File: config.mk
export PLATFORM = sky130hd
export DESIGN_NAME = mem_port_arbiter_flat
export DESIGN_NICKNAME = d
export VERILOG_FILES = /design/src/rtl/mem_port_arbiter_if.sv /design/src/rtl/mem_port_arbiter.sv /design/src/flat_wrapper.sv
export SDC_FILE = /design/constraint.sdc
export NUM_CORES = 1
export LEC_CHECK = 0
export BUFFER_PORTS_ARGS = -buffer_cell sky130_fd_sc_hd__buf_2
export CORE_MARGIN = 2
export CORE_UTILIZATION = 41
export DETAILED_ROUTE_END_ITERATION = 8
export PLACE_DENSITY = 0.73
export REMOVE_ABC_BUFFERS = 1
export SETUP_SLACK_MARGIN = 0.02
export SYNTH_ARGS = -nofsm -noshare
export SYNTH_HDL_FRONTEND = slang
export SYNTH_SLANG_ARGS = --single-unit
File: constraint.sdc
create_clock -name clk -period 2.7 [get_ports clk]
set_clock_uncertainty 0.2 [all_clocks]
set_input_delay 0 -clock clk [delete_from_list [all_inputs] [get_ports clk]]
set_output_delay 0 -clock clk [all_outputs]
set_load 0.01 [all_outputs]
File: src/rtl/mem_port_arbiter_if.sv
// Bundle of fetch (I), load/store (D) and memory-side signals around the arbiter.
// slave = arbiter view, master = the core/memory environment driving it.
interface mem_port_arbiter_if #(parameter int ADDRW = 12);
    logic             i_req;
    logic [ADDRW-1:0] i_addr;
    logic             i_gnt;
    logic             i_rvalid;
    logic [31:0]      i_rdata;
    logic             i_err;

    logic             d_req;
    logic             d_we;
    logic [2:0]       d_funct3;
    logic [ADDRW-1:0] d_addr;
    logic [31:0]      d_wdata;
    logic             d_gnt;
    logic             d_rvalid;
    logic [31:0]      d_rdata;
    logic             d_err;

    logic             m_we;
    logic [2:0]       m_funct3;
    logic [ADDRW-1:0] m_addr;
    logic [31:0]      m_wdata;
    logic [31:0]      m_rdata;

    modport slave (
        input  i_req, i_addr, d_req, d_we, d_funct3, d_addr, d_wdata, m_rdata,
        output i_gnt, i_rvalid, i_rdata, i_err,
        output d_gnt, d_rvalid, d_rdata, d_err,
        output m_we, m_funct3, m_addr, m_wdata
    );

    modport master (
        output i_req, i_addr, d_req, d_we, d_funct3, d_addr, d_wdata, m_rdata,
        input  i_gnt, i_rvalid, i_rdata, i_err,
        input  d_gnt, d_rvalid, d_rdata, d_err,
        input  m_we, m_funct3, m_addr, m_wdata
    );
endinterface

File: src/rtl/mem_port_arbiter.sv
// Two-requester arbiter for a single-port byte memory: D-priority with an
// anti-starvation override for I, alignment checking, fixed 2-cycle slots.
module mem_port_arbiter #(
    parameter int ADDRW      = 12,
    parameter int STARVE_MAX = 4
) (
    input logic             clk,
    input logic             rst,
    mem_port_arbiter_if.slave bus
);
    localparam int CW = $clog2(STARVE_MAX + 1);

    typedef enum logic {IDLE, ACCESS} state_t;

    state_t           state, state_nx;
    logic             i_win, d_win;
    logic             i_err_c, d_err_c;
    logic [CW-1:0]    starve_cnt;

    logic             owner_q;      // 0 = I, 1 = D
    logic             we_q;
    logic             err_q;
    logic [2:0]       f3_q;
    logic [ADDRW-1:0] addr_q;
    logic [31:0]      wdata_q;

    logic             i_rv_q, d_rv_q, rerr_q;
    logic [31:0]      rdata_q;

    always_ff @(posedge clk or posedge rst) begin
        if (rst) state <= IDLE;
        else     state <= state_nx;
    end

    // Grant is combinational in IDLE; rst gates it so outputs are 0 during reset.
    always_comb begin
        state_nx = state;
        i_win    = 1'b0;
        d_win    = 1'b0;
        case (state)
            IDLE: begin
                if (!rst && (bus.i_req || bus.d_req)) begin
                    i_win    = bus.i_req && (!bus.d_req || starve_cnt == CW'(STARVE_MAX));
                    d_win    = !i_win;
                    state_nx = ACCESS;
                end
            end
            ACCESS:  state_nx = IDLE;
            default: state_nx = IDLE;
        endcase
    end

    assign i_err_c = |bus.i_addr[1:0];

    always_comb begin
        case (bus.d_funct3[1:0])
            2'b00:   d_err_c = 1'b0;
            2'b01:   d_err_c = bus.d_addr[0];
            2'b10:   d_err_c = |bus.d_addr[1:0];
            default: d_err_c = 1'b1;
        endcase
    end

    always_ff @(posedge clk or posedge rst) begin
        if (rst) begin
            owner_q <= 1'b0;
            we_q    <= 1'b0;
            err_q   <= 1'b0;
            f3_q    <= 3'b000;
            addr_q  <= '0;
            wdata_q <= '0;
        end else if (i_win) begin
            owner_q <= 1'b0;
            we_q    <= 1'b0;
            err_q   <= i_err_c;
            f3_q    <= 3'b010;
            addr_q  <= bus.i_addr;
            wdata_q <= '0;
        end else if (d_win) begin
            owner_q <= 1'b1;
            we_q    <= bus.d_we;
            err_q   <= d_err_c;
            f3_q    <= bus.d_funct3;
            addr_q  <= bus.d_addr;
            wdata_q <= bus.d_wdata;
        end
    end

    // An in-flight access killed by reset never produces rvalid.
    always_ff @(posedge clk or posedge rst) begin
        if (rst) begin
            i_rv_q  <= 1'b0;
            d_rv_q  <= 1'b0;
            rerr_q  <= 1'b0;
            rdata_q <= '0;
        end else begin
            i_rv_q <= 1'b0;
            d_rv_q <= 1'b0;
            if (state == ACCESS) begin
                rdata_q <= (we_q || err_q) ? 32'h0 : bus.m_rdata;
                rerr_q  <= err_q;
                i_rv_q  <= ~owner_q;
                d_rv_q  <= owner_q;
            end
        end
    end

    always_ff @(posedge clk or posedge rst) begin
        if (rst)                         starve_cnt <= '0;
        else if (!bus.i_req || i_win)    starve_cnt <= '0;
        else if (d_win && starve_cnt != CW'(STARVE_MAX))
                                         starve_cnt <= starve_cnt + CW'(1);
    end

    assign bus.i_gnt    = i_win;
    assign bus.d_gnt    = d_win;
    assign bus.i_rvalid = i_rv_q;
    assign bus.d_rvalid = d_rv_q;
    assign bus.i_rdata  = i_rv_q ? rdata_q : 32'h0;
    assign bus.d_rdata  = d_rv_q ? rdata_q : 32'h0;
    assign bus.i_err    = i_rv_q & rerr_q;
    assign bus.d_err    = d_rv_q & rerr_q;

    assign bus.m_we     = (state == ACCESS) & we_q & ~err_q;
    assign bus.m_funct3 = f3_q;
    assign bus.m_addr   = addr_q;
    assign bus.m_wdata  = wdata_q;
endmodule

File: src/flat_wrapper.sv
// flat-port wrapper written by rule: the top's interface ports become plain ports
module mem_port_arbiter_flat 
#(
    parameter int ADDRW      = 12,
    parameter int STARVE_MAX = 4
)
  (clk, rst, bus_i_req, bus_i_addr, bus_d_req, bus_d_we, bus_d_funct3, bus_d_addr, bus_d_wdata, bus_m_rdata, bus_i_gnt, bus_i_rvalid, bus_i_rdata, bus_i_err, bus_d_gnt, bus_d_rvalid, bus_d_rdata, bus_d_err, bus_m_we, bus_m_funct3, bus_m_addr, bus_m_wdata);
  mem_port_arbiter_if #(.ADDRW(ADDRW)) bus_i ();
  input logic clk;
  input logic rst;
  input wire logic [$bits(bus_i.i_req)-1:0] bus_i_req;
  input wire logic [$bits(bus_i.i_addr)-1:0] bus_i_addr;
  input wire logic [$bits(bus_i.d_req)-1:0] bus_d_req;
  input wire logic [$bits(bus_i.d_we)-1:0] bus_d_we;
  input wire logic [$bits(bus_i.d_funct3)-1:0] bus_d_funct3;
  input wire logic [$bits(bus_i.d_addr)-1:0] bus_d_addr;
  input wire logic [$bits(bus_i.d_wdata)-1:0] bus_d_wdata;
  input wire logic [$bits(bus_i.m_rdata)-1:0] bus_m_rdata;
  output wire logic [$bits(bus_i.i_gnt)-1:0] bus_i_gnt;
  output wire logic [$bits(bus_i.i_rvalid)-1:0] bus_i_rvalid;
  output wire logic [$bits(bus_i.i_rdata)-1:0] bus_i_rdata;
  output wire logic [$bits(bus_i.i_err)-1:0] bus_i_err;
  output wire logic [$bits(bus_i.d_gnt)-1:0] bus_d_gnt;
  output wire logic [$bits(bus_i.d_rvalid)-1:0] bus_d_rvalid;
  output wire logic [$bits(bus_i.d_rdata)-1:0] bus_d_rdata;
  output wire logic [$bits(bus_i.d_err)-1:0] bus_d_err;
  output wire logic [$bits(bus_i.m_we)-1:0] bus_m_we;
  output wire logic [$bits(bus_i.m_funct3)-1:0] bus_m_funct3;
  output wire logic [$bits(bus_i.m_addr)-1:0] bus_m_addr;
  output wire logic [$bits(bus_i.m_wdata)-1:0] bus_m_wdata;
  assign bus_i.i_req = bus_i_req;
  assign bus_i.i_addr = bus_i_addr;
  assign bus_i.d_req = bus_d_req;
  assign bus_i.d_we = bus_d_we;
  assign bus_i.d_funct3 = bus_d_funct3;
  assign bus_i.d_addr = bus_d_addr;
  assign bus_i.d_wdata = bus_d_wdata;
  assign bus_i.m_rdata = bus_m_rdata;
  assign bus_i_gnt = bus_i.i_gnt;
  assign bus_i_rvalid = bus_i.i_rvalid;
  assign bus_i_rdata = bus_i.i_rdata;
  assign bus_i_err = bus_i.i_err;
  assign bus_d_gnt = bus_i.d_gnt;
  assign bus_d_rvalid = bus_i.d_rvalid;
  assign bus_d_rdata = bus_i.d_rdata;
  assign bus_d_err = bus_i.d_err;
  assign bus_m_we = bus_i.m_we;
  assign bus_m_funct3 = bus_i.m_funct3;
  assign bus_m_addr = bus_i.m_addr;
  assign bus_m_wdata = bus_i.m_wdata;
  mem_port_arbiter #(.ADDRW(ADDRW), .STARVE_MAX(STARVE_MAX)) u_core (.clk(clk), .rst(rst), .bus(bus_i));
endmodule
==> impl_metrics.py, run 1 <==
metrics = {
    "status": {
        "status": "finished clean",
    },
    "synthesis": {
        "synthCells": 375,
        "synth_edf_count": 0,
        "yosys.area.top_type_share_pct": 55.8,
        "synth_seq_cells": 89,
        "yosysSeqAreaShare_pct": 55.8,
        "postSynthAreaPerCell_um2": 10.7,
        "ys_types": 37,
        "synthTopCellsByArea": "dfrtp_1 56%, and2_1 10%, a22o_1 7.7%, o21ai_1 4.0%, inv_1 3.4%",
        "synth-main-ff-cell": "dfrtp_1",
        "async_reset_ff_share_pct": 100,
        "syn_area_mm2": 0.00399,
        "yosysTopAreaCell": "dfrtp_1",
        "yosysWarnings": 0,
    },
    "cells_and_area": {
        "mostFrequentLayoutCells": "213 x buf_2, 97 x dlygate4sd3_1, 89 x dfrtp_1",
        "utilization_pct": 66.0,
        "mostFrequentLayoutCell": "buf_2",
        "fin_nets": 772,
        "fin_area_mm2": 0.00633,
        "diodes": 0,
        "synthToLayoutAreaGrowth_pct": 58.6,
        "layout-drive-gt1-share_pct": 35.9,
    },
    "cts": {
        "post_cts_buffers": 0,
        "cts_resized": 0,
        "clockBufferDepth": 2,
        "clock-sinks": 89,
        "cts_tree": "done",
        "clk_pin_slew_ns": 0.09,
        "clk_latency_ns": 0.34,
        "htree_levels": 3,
        "root_buffer": "clkbuf_8",
        "numCtsBuffers": 9,
    },
    "route": {
        "vias": 3921,
        "drt_iter0_markers": 96,
        "dr.pass1.iters": 4,
        "vias_per_cell": 4.83,
        "post-route-drc-count": 0,
        "routed_wl_um": 12300,
        "final_antenna_net_count": 0,
        "wl_per_cell_um": 15.1,
    },
    "sta": {
        "tightest_slew_ns": 0.808,
        "finalHoldViolCount": 0,
        "relSlewSlack_pct": 46.1,
        "setup_viol_count_final": 0,
        "min_period_ns": 2.52,
        "fin_crit_sh_pct": 93.3,
        "rsz0062_at_grt": "no",
        "max_freq_mhz": 397,
        "slew_viol_final": 0,
    },
    "critical_path": {
        "worstPathCellList": "inv_1, ha_1, a21boi_2, nor3b_4, a221o_1, dlygate4sd3_1",
        "critPathKind": "register to register",
        "cpPeakStageDelay_ns": 0.58,
        "critPathTopFamily": "buffers and inverters",
        "critPathLaunchType": "register",
        "cpMaxStageDelayCell": "nor3b_4",
        "crit_buf_inv": 2,
        "cp_max_fo": 15,
        "crit_path_end_kind": "register",
        "arrival_ns": 2.60,
        "cp.required_ns": 2.79,
    },
    "die": {
        "die_w_um": 103,
        "die-area_mm2": 0.0105,
        "initial_utilization_pct": 41.6,
        "die_h_um": 103,
        "rows": 36,
        "ios": 214,
        "core_area_mm2": 0.00959,
    },
    "power_and_ir_drop": {
        "ir_worst_vdd_v": 0.000328,
        "p_per_area_mw_per_mm2": 549,
        "p_leak_nw": 3.32,
    },
    "global_route": {
        "antenna_found_initial": 0,
        "grt_usage_pct": 23.0,
        "grt_pass1_wl_um": 18800,
        "gr-usage-met1_pct": 27.6,
        "use_met2_pct": 39.6,
        "met3_usage_pct": 4.95,
        "grt-busiest-layer": "met2",
        "overflow": 0,
        "grt_pass1_vias": 3835,
        "grt_max_degree": 55,
    },
    "placement": {
        "gp_congestion": 0.789,
        "dpl_cell_area_mm2": 0.00514,
        "port_buffers": 213,
        "place_hpwl_um": 7350,
    },
    "min_path": {
        "hp-class": "primary input to asynchronous set/reset pin",
    },
    "job": {
        "cap_violations": 0,
    },
}
-- cell type report --
class / count / area, µm²
Tap cell: 133 / 166
Timing Repair Buffer: 315 / 2100
Multi-Input combinational cell: 222 / 1470
Inverter: 37 / 140
Clock buffer: 9 / 124
Fill cell: 744 / 3260
Clock inverter: 7 / 101
Sequential cell: 89 / 2230
-- kinds of logic (layout without fill, tap and decap cells) --
group	after synthesis	in the layout	synth area share (%)
AO/OA/AOI/OAI	104	104	19.4
adder cells (fa/ha/maj)	2	2	0.626
multiplexers	1	1	0.282
AND/OR/NAND/NOR	115	115	16.4
flip-flops	89	89	55.8
buffers and inverters	64	368	7.52
-- synth_stat cells, drive strengths merged, types with 2 or more instances --
cell,count
a21boi,14
a21oi,3
a221o,12
a22o,35
and2,67
buf,19
clkbuf,8
dfrtp,89
ha,2
inv,37
nand2,34
nand3,3
nor2,3
nor2b,2
nor3b,2
o21ai,33
or2,2
-- per-stage QoR --
step / power [mW] / hold WS [ns] / setup WS (ns) / cells / setup TNS, ns
after floorplan: 1.99 / -0.0775 / -0.416 / 348 / -18.97
after global placement: 2.30 / -0.0829 / 0.866 / 699 / 0
after detailed placement: 2.33 / -0.0804 / 0.768 / 699 / 0
after CTS: 3.49 / 0.0563 / 0.206 / 812 / 0
after global routing: 3.67 / 0.0927 / 0.0416 / 812 / 0
final: 3.48 / 0.0821 / 0.182 / 812 / 0
-- layer usage --
layer,vias to the layer above,routed length [µm]
li1,1857,-
met1,1830,5030
met2,210,5880
met3,24,1020
met4,0,318
met5,-,0
-- report_power, final --
part	internal [mW]	total [mW]	switching, mW	leakage, nW
Clock	0.531	1.02	0.487	0.107
Sequential	1.52	1.67	0.146	1.15
Combinational	0.427	0.792	0.366	2.06
Total	2.48	3.48	0.999	3.32
-- worst register-to-register path: stages (launching register included) --
cell           delay (ns)
dfrtp_1              0.40
inv_1                0.12
ha_1                 0.23
a21boi_2             0.11
nor3b_4              0.58
a221o_1              0.28
dlygate4sd3_1        0.55
-- sequential cells by signal, indices dropped and copies added (netlist names) --
register	count
u_core.bus.d_rvalid	1
u_core.bus.i_rvalid	1
u_core.bus.m_addr	12
u_core.bus.m_funct3	3
u_core.bus.m_wdata	32
u_core.err_q	1
u_core.owner_q	1
u_core.rdata_q	32
u_core.rerr_q	1
u_core.starve_cnt	3
u_core.state	1
u_core.we_q	1
-- worst paths after layout --
path                                              end            startpoint  slack (ns)  cells past startpoint
worst min register to register    u_core.bus.i_rvalid        u_core.owner_q        0.27                      1
worst max register to register  u_core.bus.m_addr[11]  u_core.starve_cnt[0]        0.18                      6
worst max-delay path            u_core.bus.m_addr[11]  u_core.starve_cnt[0]        0.18                      6
min in group clk                 u_core.starve_cnt[2]             bus_d_req        0.10                      4
worst min-delay path                u_core.rdata_q[9]                   rst        0.08                      3
max in group asynchronous                 u_core.we_q                   rst        1.55                      4
-- repair_timing --
action | 4_1_cts | 5_1_grt
setup endpoints to repair | 0 | 1
hold buffers | 97 | 0
hold endpoints to repair | 132 | 0
No activity file was read; power rests on OpenSTA's default activity.
==> run 2: changes to the inputs <==
--- a/config.mk
+++ b/config.mk
@@ -6,8 +6,10 @@
 export NUM_CORES = 1
 export LEC_CHECK = 0
 export BUFFER_PORTS_ARGS = -buffer_cell sky130_fd_sc_hd__buf_2
+export CELL_PAD_IN_SITES_DETAIL_PLACEMENT = 0
+export CELL_PAD_IN_SITES_GLOBAL_PLACEMENT = 1
 export CORE_MARGIN = 2
-export CORE_UTILIZATION = 41
+export CORE_UTILIZATION = 30
 export DETAILED_ROUTE_END_ITERATION = 8
 export PLACE_DENSITY = 0.73
 export REMOVE_ABC_BUFFERS = 1
==> impl_metrics.py, run 2 (synthesis gave the netlist of run 1 again) <==
metrics = {
    "status": {
        "status": "finished clean",
    },
    "critical_path": {
        "worstPathCellList": "inv_1, ha_1, nand3_1, and3_4, a221o_1, dlygate4sd3_1",
        "critPathTopFamily": "buffers and inverters",
        "critPathKind": "register to register",
        "crit_path_end_kind": "register",
        "cpMaxStageDelayCell": "dlygate4sd3_1",
        "crit_buf_inv": 2,
        "cp.required_ns": 2.71,
        "critPathLaunchType": "register",
        "cpPeakStageDelay_ns": 0.56,
        "arrival_ns": 2.41,
        "cp_max_fo": 50,
    },
    "route": {
        "wl_per_cell_um": 13.7,
        "routed_wl_um": 11700,
        "vias_per_cell": 4.39,
        "post-route-drc-count": 0,
        "vias": 3755,
        "dr.pass1.iters": 4,
        "drt_iter0_markers": 200,
        "final_antenna_net_count": 0,
    },
    "global_route": {
        "grt_pass1_vias": 3814,
        "grt_pass1_wl_um": 19000,
        "grt_usage_pct": 16.5,
        "antenna_found_initial": 0,
        "overflow": 0,
        "grt_max_degree": 90,
    },
    "sta": {
        "max_freq_mhz": 417,
        "rsz0062_at_grt": "no",
        "finalWorstSetupSlack_ns": 0.304,
        "setup_viol_count_final": 0,
        "slew_viol_final": 0,
        "finalHoldViolCount": 0,
        "fin_crit_sh_pct": 88.7,
        "holdWs_ns": 0.103,
        "tightest_slew_ns": 1.07,
        "relSlewSlack_pct": 28.7,
        "min_period_ns": 2.40,
    },
    "cells_and_area": {
        "layout-drive-gt1-share_pct": 35.9,
        "fin_cells": 855,
        "synthToLayoutAreaGrowth_pct": 62.0,
        "fin_nets": 772,
        "mostFrequentLayoutCells": "213 x buf_2, 96 x dlygate4sd3_1, 89 x dfrtp_1",
        "fin_area_mm2": 0.00647,
        "utilization_pct": 49.3,
        "diodes": 0,
        "mostFrequentLayoutCell": "buf_2",
    },
    "cts": {
        "numCtsBuffers": 9,
        "root_buffer": "clkbuf_16",
        "clockBufferDepth": 2,
        "htree_levels": 3,
        "cts_tree": "done",
        "clock-sinks": 89,
        "clk_latency_ns": 0.33,
        "clk_pin_slew_ns": 0.06,
    },
    "power_and_ir_drop": {
        "p_leak_nw": 3.35,
        "p_switching_uw": 999,
        "p_int_mw": 2.73,
        "p_comb_share_pct": 20.0,
        "p_sw_share_pct": 26.8,
        "clkPwrFrac_pct": 35.5,
        "ir_worst_vdd_v": 0.000347,
        "p_per_area_mw_per_mm2": 577,
        "sequentialPowerShare_pct": 44.6,
    },
    "placement": {
        "dpl_cell_area_mm2": 0.00515,
        "numPlacedInstances": 740,
        "dp_slack_ns": 0.566,
        "gp_congestion": 0.748,
        "port_buffers": 213,
        "place_hpwl_um": 7530,
    },
    "die": {
        "rows": 42,
        "ios": 214,
        "die_w_um": 119,
        "die-area_mm2": 0.0143,
        "core_area_mm2": 0.0131,
        "die_h_um": 119,
        "initial_utilization_pct": 30.4,
    },
    "job": {
        "cap_violations": 0,
    },
    "min_path": {
        "hp-class": "primary input to register",
    },
}
run 2: changes by cell type in the layout (fill, tap and decap cells not counted), moves of 2 or more:
cell | before | now
clkbuf_16 | 0 | 9
inv_6 | 3 | 1
clkbuf_8 | 9 | 0
buf_4 | 3 | 5
run 2: repair_timing:
item                       in CTS  in global routing
hold buffers                   96                  0
resized for setup               0                  1
setup endpoints to repair       0                  1
hold endpoints to repair      174                  0
buffers inserted                0                  3
run 2: routing by layer:
layer | vias to the layer above | track usage, % | wire [µm]
met5 | - | 0 | 0
met4 | 0 | 4.85 | 168
met3 | 14 | 3.50 | 771
met2 | 167 | 27.6 | 5420
met1 | 1720 | 21.4 | 5380
li1 | 1854 | - | -
run 2: path summary, 6_finish.rpt:
kind	slack (ns)	depth (start not counted)	startpoint	endpoint
min	0.10	4	bus_d_req	u_core.starve_cnt[0]
max	0.30	6	u_core.starve_cnt[0]	u_core.bus.m_addr[9]
max reg2reg	0.30	6	u_core.starve_cnt[0]	u_core.bus.m_addr[9]
min in group asynchronous	0.31	3	rst	u_core.bus.m_funct3[1]
min reg2reg	0.27	1	u_core.owner_q	u_core.bus.i_rvalid
max in group asynchronous	1.31	3	rst	u_core.bus.m_wdata[23]
run 2: layout make-up:
type,count,area [µm²]
fillers,1200,6670
multi-input cells,222,1480
flip-flops and latches,89,2230
clock inverters,6,91.3
inverters,37,141
repair buffers,315,2080
well taps,176,220
clock buffers,10,229
run 2: power by group through the flow:
stage	registers [mW]	clock network (mW)	logic (mW)
after global routing	1.69	1.42	0.818
after detailed placement	1.68	0	0.639
after CTS	1.66	1.37	0.746
final	1.66	1.32	0.745
after global placement	1.68	0	0.624
after floorplan	1.70	0	0.291
run 2: worst reg2reg max path: stages (launching register included):
cell	delay (ns)
dfrtp_1	0.38
inv_1	0.11
ha_1	0.21
nand3_1	0.10
and3_4	0.34
a221o_1	0.38
dlygate4sd3_1	0.56
run 2: stage by stage:
| stage | power, mW | setup TNS [ns] |
|---|---|---|
| after detailed placement | 2.32 | 0 |
| after global routing | 3.93 | 0 |
| after floorplan | 1.99 | -18.97 |
| after global placement | 2.30 | 0 |
| after CTS | 3.78 | 0 |
| final | 3.73 | 0 |
